--- src/rtl/cache_control.sv ---
// Sequencing FSM for the 2-way write-back, write-allocate cache datapath.
// Drives all datapath strobes and keeps saturating perf counters.
module cache_control #(
    parameter int CNT_W = 32
) (
    input  logic             clk,
    input  logic             rst,
    input  logic             mem_read,
    input  logic             mem_write,
    output logic             mem_resp,
    input  logic             pmem_resp,
    output logic             pmem_read,
    output logic             pmem_write,
    input  logic             hit0,
    input  logic             hit1,
    input  logic             valid_bit,
    input  logic             dirty_bit,
    input  logic             lru_out,
    output logic             read_array,
    output logic             write_array,
    output logic             lru_load,
    output logic             data_select,
    output logic             dirty_select,
    output logic             pmem_select,
    output logic [1:0]       write0_select,
    output logic [1:0]       write1_select,
    output logic             valid_load0,
    output logic             valid_load1,
    output logic             tag_load0,
    output logic             tag_load1,
    output logic             dirty_load0,
    output logic             dirty_load1,
    input  logic             perf_clr,
    output logic [CNT_W-1:0] hit_count,
    output logic [CNT_W-1:0] miss_count,
    output logic [CNT_W-1:0] wb_count
);

    localparam logic [1:0] IDLE      = 2'd0;
    localparam logic [1:0] COMPARE   = 2'd1;
    localparam logic [1:0] WRITEBACK = 2'd2;
    localparam logic [1:0] ALLOCATE  = 2'd3;

    localparam logic [CNT_W-1:0] ONE = CNT_W'(1);

    logic [1:0] state;
    logic [1:0] state_next;
    logic       relookup;
    logic       req;
    logic       hit;
    logic       hit_way;
    logic       inc_hit;
    logic       inc_miss;
    logic       inc_wb;

    assign req     = mem_read | mem_write;
    assign hit     = hit0 | hit1;
    // way0 takes precedence so only one way is ever strobed
    assign hit_way = ~hit0;

    assign inc_hit  = (state == COMPARE) & req & hit & ~relookup;
    assign inc_miss = (state == COMPARE) & req & ~hit;
    assign inc_wb   = (state == WRITEBACK) & pmem_resp;

    // Strobe decode and next state; everything held low during reset
    always_comb begin
        state_next    = state;
        mem_resp      = 1'b0;
        pmem_read     = 1'b0;
        pmem_write    = 1'b0;
        read_array    = 1'b0;
        write_array   = 1'b0;
        lru_load      = 1'b0;
        data_select   = 1'b0;
        dirty_select  = 1'b0;
        pmem_select   = 1'b0;
        write0_select = 2'd0;
        write1_select = 2'd0;
        valid_load0   = 1'b0;
        valid_load1   = 1'b0;
        tag_load0     = 1'b0;
        tag_load1     = 1'b0;
        dirty_load0   = 1'b0;
        dirty_load1   = 1'b0;
        if (rst) begin
            unique case (state)
                IDLE: begin
                    read_array  = mem_read & ~mem_write;
                    write_array = mem_write;
                    if (req)
                        state_next = COMPARE;
                end
                COMPARE: begin
                    if (!req) begin
                        state_next = IDLE;
                    end else if (hit) begin
                        mem_resp   = 1'b1;
                        lru_load   = 1'b1;
                        state_next = IDLE;
                        if (mem_write) begin
                            dirty_select = 1'b1;
                            if (hit_way) begin
                                write1_select = 2'd1;
                                dirty_load1   = 1'b1;
                            end else begin
                                write0_select = 2'd1;
                                dirty_load0   = 1'b1;
                            end
                        end
                    end else if (valid_bit & dirty_bit) begin
                        state_next = WRITEBACK;
                    end else begin
                        state_next = ALLOCATE;
                    end
                end
                WRITEBACK: begin
                    pmem_write = 1'b1;
                    if (pmem_resp) begin
                        if (lru_out)
                            dirty_load1 = 1'b1;
                        else
                            dirty_load0 = 1'b1;
                        state_next = ALLOCATE;
                    end
                end
                ALLOCATE: begin
                    pmem_read   = 1'b1;
                    pmem_select = 1'b1;
                    data_select = 1'b1;
                    if (pmem_resp) begin
                        if (lru_out) begin
                            write1_select = 2'd2;
                            tag_load1     = 1'b1;
                            valid_load1   = 1'b1;
                            dirty_load1   = 1'b1;
                        end else begin
                            write0_select = 2'd2;
                            tag_load0     = 1'b1;
                            valid_load0   = 1'b1;
                            dirty_load0   = 1'b1;
                        end
                        state_next = COMPARE;
                    end
                end
                default: state_next = IDLE;
            endcase
        end
    end

    // State register; relookup marks the COMPARE that follows a fill
    always_ff @(posedge clk or negedge rst) begin
        if (!rst) begin
            state    <= IDLE;
            relookup <= 1'b0;
        end else begin
            state    <= state_next;
            relookup <= (state == ALLOCATE) & pmem_resp;
        end
    end

    // Saturating perf counters; clear wins over increment
    always_ff @(posedge clk or negedge rst) begin
        if (!rst) begin
            hit_count  <= '0;
            miss_count <= '0;
            wb_count   <= '0;
        end else if (perf_clr) begin
            hit_count  <= '0;
            miss_count <= '0;
            wb_count   <= '0;
        end else begin
            if (inc_hit && hit_count != '1)
                hit_count <= hit_count + ONE;
            if (inc_miss && miss_count != '1)
                miss_count <= miss_count + ONE;
            if (inc_wb && wb_count != '1)
                wb_count <= wb_count + ONE;
        end
    end

endmodule

--- config.mk ---
export PLATFORM = sky130hd
export DESIGN_NAME = cache_control
export DESIGN_NICKNAME = d
export VERILOG_FILES = /design/src/rtl/cache_control.sv
export SDC_FILE = /design/constraint.sdc
export NUM_CORES = 1
export LEC_CHECK = 0
export ABC_AREA = 1
export CAP_MARGIN = 20
export CORE_MARGIN = 2
export CORE_UTILIZATION = 65
export CTS_CLUSTER_DIAMETER = 50
export DETAILED_ROUTE_END_ITERATION = 12
export DONT_BUFFER_PORTS = 1
export PLACE_DENSITY = 0.88
export SYNTH_ARGS = -nofsm -noshare
export SYNTH_HDL_FRONTEND = slang
export SYNTH_SLANG_ARGS = --single-unit
--- constraint.sdc ---
create_clock -name clk -period 5.05 [get_ports clk]
set_clock_uncertainty 0.05 [all_clocks]
set_input_delay 1.01 -clock clk [delete_from_list [all_inputs] [get_ports clk]]
set_output_delay 1.01 -clock clk [all_outputs]
set_load 0.005 [all_outputs]
* Word-level counts from Yosys, hierarchy flattened
Cells that the tools add are included.
Storage, ports and cells: input bits 11, flip-flop bits (word level) 99
Cells by class: equality and inequality tests 9, mux-type cells 66, bitwise logic cells 13, reduce and logical (&&, ||, !) cells 9, add/sub/neg operators 3
Operator list (number):
- 32-bit 2-to-1 mux | 6
- 32-bit by 1-bit adder with 32-bit output, second input constant | 3
- 32-bit != test, second input constant | 3
- 1-bit 2-to-1 mux | 44
- 2-bit 2-to-1 mux | 11
- 1-bit bitwise AND | 8
- 2-bit case mux with 2 select lines | 2
- 2-bit case mux with 4 select lines | 1
- 2-bit != test, second input constant | 3
- 2-bit nonzero test | 3
- 2-bit equality test, second input constant | 2
- 1-bit case mux with 2 select lines | 2
- 4-bit AND reduction | 1
- 1-bit logical AND | 3
- 1-bit NOT | 3
- 2-bit by 1-bit equality test with 1-bit output, second input constant | 1
- 2-bit zero test | 1
- 1-bit bitwise OR | 2
- 2-bit OR reduction | 1

* Depth between registers and ports, before layout
Gate-level depths: netlist (run 1).
depth in word-level cells 7, depth in mapped cells 12, gate-level depth less buffers 11

* Worst setup path before layout (run 1)
OpenSTA, ideal clock, no wires.
kind in2out, start point input hit0, end point output mem_resp, arrival time 1.595 ns, slack 2.395 ns, cell stages on the path 5, cells stage by stage inv_1 -> nand2_1 -> nand3_2 -> nor2_1 -> buf_4
Between the ends: cells in the longest elaborated chain, start to end 5
Ends and longest elaborated chain:
- start: declaration | line 14 | input logic hit0,
- 1-bit bitwise OR | line 57 | assign hit = hit0 | hit1;
- 1-bit 2-to-1 mux (4 in series)
- end: declaration | line 10 | output logic mem_resp,
Every way passes these cells.

* Final worst setup path (run 1)
start point register state[1], end point output dirty_load0
Between the ends: cells in the longest elaborated chain, start to end 4, elaborated cells between the ends (all ways) 6, those cells by class 3 x eq/ne; 2 x mux; 1 x reduce/logical
Ends and longest elaborated chain:
- start: declaration | line 46 | logic [1:0] state;
- start signal: assignment | line 156 | state <= state_next;
- 2-bit equality test | line 86 | unique case (state)
- 2-bit OR reduction (no source line)
- 1-bit case mux with 2 select lines (*) | line 86
- 1-bit 2-to-1 mux (*) | line 85 | if (rst) begin
- end: declaration | line 31 | output logic dirty_load0,
Every way passes the cells marked *; elsewhere a longest branch is shown, timed or not.

==> metrics, run 1 <==
result of the run=complete, no violations; dpl hpwl=12470 um; share of layout cells above drive strength 1=7.261%; clk slew on worst S/H paths=0.10 ns; Detailed Routing Iterations Pass 1=5; total number of vias=6790; Worst setup startpoint=state[1]; P_leak=between 3 and 4 nW; Avg Inst Size Synth=6.490 um2; Syn Std Cell Area=7107 um2; post-CTS setup buffers=0; P&R area growth vs syn=2.782%; clk_lat worst skew=roughly 0.39 ns; Initial Utilization=66.14%; IO Pins=126; htree depth=3; RePlAce Congestion=just under 1; period utilization=55.49%; Routed WL=17290 um; nets=1102; die width=108.6 um; crit path launch type=flip-flop; setup TNS=0 ns; clock sinks=99; Synth area leader=dfrtp_1; pre-CTS WS=2.403 ns; number of global-route vias before repair=6350; GRT Total Usage=30.78%; VDD IR-drop max=0.2108 mV; Worst R2R Path Depth=6; CTS tree=built; f_max=356.8 MHz; ANT nets after route=0; Critical R2R Capture=wb_count[29]; worst r2r src=state[0]; largest net degree at the start of global routing=104; Seq cells post-synth=99; buffer levels on the longest clock path=2; GRT overflow=0; Req. time, crit path=3.99 ns; Core Box Area=10750 um2; drt initial violations=526; Critical Path End Type=output port; Final Critical Period=2.802 ns; Synth Instances=1095; post-synthesis sequential area ratio=a little over a third; crit path capture=dirty_load0; slew margin rel.=23.61%; Worst R2R Setup Slack=2.70 ns; syn_nets=about 1100; first-pass GRT wire length=29080 um; Slew Viols, Final=0; most frequent cells in the layout=nand2_1 (412), nor2_1 (184), inv_1 (105); Slew @ Worst Pin=1.146 ns; # DRC=0; RSZ-0062 raised after global routing=no; Cell Pwr Density=between 200 and 250 nW/um2; Yosys cell types=41; CTS root buffer=clkbuf_8; Hold WS=0.2500 ns; drt via density=5.529; max-cap violations=0; Ys Warns=0; Final WS setup=~2.2 ns; post-layout util=67.98%; die area=11790 um2; CTS Buf Count=9; hold crit path type=input port to asynchronous set/reset pin; initial antenna violation count=0; number of buffers added on ports=0; Synth area leaders=dfrtp_1 (35%), nand2_1 (22%), nor2_1 (9.7%); post-cts resize count=0; Fin. Hold Viols=0; Wirelength per Cell=14.08 um; Ant. Diodes=0; Setup Viol. Count Final=0; CTS Hold Buffers Added=0; Die Y=108.6 um; Setup CP Type=flip-flop to output port; Synth top area share=34.86%; Rows=38; commonest non-fill, non-tap cell in the layout=nand2_1; WP data arrival=1.74 ns; crit-path max FO=4
power breakdown:
group          total, mW  internal [mW]  switching, mW
Sequential         0.819          0.805         0.0139
Combinational      0.222         0.0539          0.168
Clock              0.529          0.240          0.289
stage by stage:
step | std cells | instance area, um2 | power (mW)
floorplan | 1095 | 7107 | 1.030
global placement | 1212 | 7111 | 1.046
detailed placement | 1212 | 7111 | 1.054
CTS | 1228 | 7305 | 1.573
global route | 1228 | 7305 | 1.639
finish | 1228 | 7305 | 1.569
cells by family (layout without fill, tap and decap cells):
| family | count (synthesis) | in the layout | synth area share [%] |
|---|---|---|---|
| XOR/XNOR | 25 | 25 | 3.081 |
| buffers and inverters | 135 | 128 | 8.468 |
| AO/OA/AOI/OAI | 42 | 42 | 3.469 |
| AND/OR/NAND/NOR | 786 | 786 | 48.71 |
| flip-flops | 99 | 99 | 34.86 |
| adder cells (fa/ha/maj) | 8 | 8 | 1.409 |
synthesized netlist by cell type, drive strengths merged:
library cell  instances
ha                    8
o21ai                26
inv                 110
and2                  2
a211oi                1
nor3                 14
clkbuf                2
nand4                32
nor4                  3
nand3b                3
nor3b                 1
a21oi                10
o211ai                1
a21o                  1
or2                   7
xnor2                 8
a31oi                 1
dfrtp                99
a21boi                1
nand2               434
buf                  22
nor2                208
o21bai                1
xor2                 17
nand3                82
clkinv                1
final cells by class:
| type | count | area (um2) |
|---|---|---|
| clock buffers | 11 | 141.4 |
| clock inverters | 5 | 52.55 |
| fillers | 964 | 3441 |
| inverters | 111 | 422.9 |
| multi-input cells | 861 | 4028 |
| flip-flops and latches | 99 | 2477 |
| well taps | 140 | 175.2 |
| repair buffers | 1 | 7.507 |
routing by layer:
metal / part of all wire (%) / global-route usage (%) / wire (um) / vias up
met1: 42 / 38.44 / 7248 / 3153
met2: 48 / 50.40 / 8377 / 224
met3: 8.0 / 10.01 / 1386 / 23
met4: 1.6 / 10.07 / 279 / 0
li1: - / - / - / 3390
met5: 0 / 0 / 0 / -
flip-flops by register name, indices dropped and copies added, names as in the netlist:
name        cells
state           2
relookup        1
hit_count      32
miss_count     32
wb_count       32
worst min path at each step:
| stage | cells past startpoint | startpoint | to |
|---|---|---|---|
| 2_1_floorplan | 2 | wb_count[1] | wb_count[1] |
| 3_3_place_gp | 2 | hit_count[0] | hit_count[0] |
| 3_5_place_dp | 2 | hit_count[1] | hit_count[1] |
| 4_1_cts | 0 | rst | wb_count[18] |
| 5_1_grt | 0 | rst | wb_count[19] |
| 6_report | 0 | rst | hit_count[26] |
worst max-delay path, cell delays in order, from the launching register on:
cell     delay (ns)
dfrtp_1        0.41
inv_1          0.12
ha_1           0.25
inv_1          0.13
nor3_1         0.20
a31oi_1        0.06
nor3_1         0.19
Note: power is estimated with default switching activity, not from simulation.
==> inputs of run 2 (changes only) <==
==> constraint.sdc (replaced) <==
create_clock -name clk -period 2.6 [get_ports clk]
set_clock_uncertainty 0.05 [all_clocks]
set_input_delay 0.52 -clock clk [delete_from_list [all_inputs] [get_ports clk]]
set_output_delay 0.52 -clock clk [all_outputs]
set_load 0.005 [all_outputs]
==> run 2 against run 1 <==
Against the previous run:
- the run now ends with hold timing left
- combinational power is 91% higher
- first-iteration DRC count stayed put
- non-clock buffer count is 2 higher
- setup slack worse by 1.9 ns
- critical path type unchanged
- critical endpoint unchanged
- largest cell class unchanged
==> metrics, run 2 (synthesized netlist as in run 1, its figures left out) <==
number of buffers added on ports=0; RSZ-0062 raised after global routing=no; Critical R2R Capture=miss_count[25]; post-CTS setup buffers=0; sw power=893.4 uW; crit path buf inv count=2; Worst path slowest cell=dfrtp_1; htree depth=3; max incr delay on CP=0.41 ns; number of global-route vias before repair=6219; largest net degree at the start of global routing=approximately 100; commonest non-fill, non-tap cell in the layout=nand2_1; Die Y=108.6 um; Slew Viols, Final=0; share of layout cells above drive strength 1=7.248%; WP data arrival=1.71 ns; die width=108.6 um; Final Critical Period=2.278 ns; Detailed Routing Iterations Pass 1=5; nets=1104; buffer levels on the longest clock path=2; Area after DPL=7126 um2; hold crit path type=input port to asynchronous set/reset pin; GRT overflow=0; Req. time, crit path=between 2 and 2.5 ns; Ant. Diodes=0; CTS Buf Count=9; CP delay by family, top=flip-flops; P_leak=approximately 3.5 nW; crit-path max FO=4; CTS tree=built; die area=11790 um2; ANT nets after route=0; Worst R2R Path Depth=8; GRT Total Usage=between 30% and 40%; Worst R2R Setup Slack=0.37 ns; P&R area growth vs syn=2.694%; crit path launch type=flip-flop; max-cap violations=0; Cell Pwr Density=approximately 400 nW/um2; sequential fraction of design power=~54%; most frequent cells in the layout=nand2_1 (412), nor2_1 (184), inv_1 (105); f_max=439.0 MHz; setup TNS=0 ns; initial antenna violation count=0; drt initial violations=526; Logic pwr share=14.3%; period utilization=about 88%; post-cts resize count=0; Initial Utilization=66.14%; VDD IR-drop max=0.3029 mV; IO Pins=126; clk slew on worst S/H paths=0.10 ns; Wirelength per Cell=14.01 um; Setup Viol. Count Final=0; clock sinks=99; CTS root buffer=clkbuf_8; Hold WS=-0.2343 ns; drt via density=5.467; cell area after layout=7298 um2; result of the run=finished, violations left; total number of vias=6724; dpl hpwl=12640 um; failing checks=hold timing; Slew @ Worst Pin=0.5903 ns; Core Box Area=~11000 um2; Fin. Hold Viols=99; worst r2r src=state[1]; Routed WL=17230 um; first-pass GRT wire length=28760 um; Largest regs=hit_count: 32 flops, miss_count: 32 flops, wb_count: 32 flops; Switching Fraction=30.16%; internal power=just over 2 mW; RePlAce Congestion=0.9261; clk_lat worst skew=0.38 ns; # DRC=0; worst path cell trace=inv_1, ha_1, inv_1, nor3_1, a31oi_1, nor3_1; slew margin rel.=slightly above 60%; Critical Path End Type=output port; Rows=38; Clock power frac=32.0%; post-layout util=between 60% and 70%; Setup CP Type=flip-flop to output port
[run 2: changes by cell type in the layout (fill, tap and decap cells not counted)]
cell	delta
clkinv_2	-1
clkinvlp_4	-1
clkbuf_1	+2
clkbuf_8	+1
bufinv_16	-1
buf_4	+2
[run 2: power by group through the flow]
stage          Clock (mW)  Sequential [mW]  Combinational (mW)
6_report            0.948             1.59               0.425
5_1_grt              1.01             1.59               0.474
4_1_cts             0.952             1.59               0.422
3_5_place_dp            0             1.62               0.419
3_3_place_gp            0             1.62               0.415
2_1_floorplan           0             1.61               0.386
[run 2: layout make-up]
| class | instances | area (um2) |
|---|---|---|
| multi-input combinational | 861 | 4028 |
| fill | 948 | 3447 |
| sequential | 99 | 2477 |
| inverter | 111 | 422.9 |
| tap | 140 | 175.2 |
| clock buffer | 14 | 162.7 |
| timing repair buffer | 3 | 22.52 |
| clock inverter | 2 | 10.01 |
[run 2: worst max path at each step]
stage / depth (start not counted) / endpoint / slack (ns) / from
4_1_cts: 6 / dirty_load0 / 0.31 / state[1]
5_1_grt: 6 / dirty_load0 / 0.16 / state[1]
6_report: 6 / dirty_load0 / 0.32 / state[1]
3_5_place_dp: 8 / miss_count[25] / 0.40 / state[1]
2_1_floorplan: 9 / miss_count[21] / 0.79 / state[1]
3_3_place_gp: 8 / miss_count[0] / 0.48 / state[1]
[run 2: layer usage]
metal	global-route usage, %	vias up	part of all wire [%]
met1	38.81	3070	43
met2	50.40	229	48
li1	-	3400	-
met5	0	-	0
met4	12.09	0	1.8
met3	5.606	25	6.9
[run 2: stage by stage]
| step | power (mW) | setup WS [ns] | std cells | hold slack, ns |
|---|---|---|---|---|
| after floorplan | 2.000 | 0.7879 | 1095 | 0.1744 |
| after global placement | 2.035 | 0.4780 | 1214 | 0.1764 |
| after detailed placement | 2.040 | 0.3988 | 1214 | 0.1765 |
| after CTS | 2.963 | 0.3070 | 1230 | -0.2409 |
| after global routing | 3.081 | 0.1587 | 1230 | -0.2459 |
| final | 2.962 | 0.3220 | 1230 | -0.2343 |
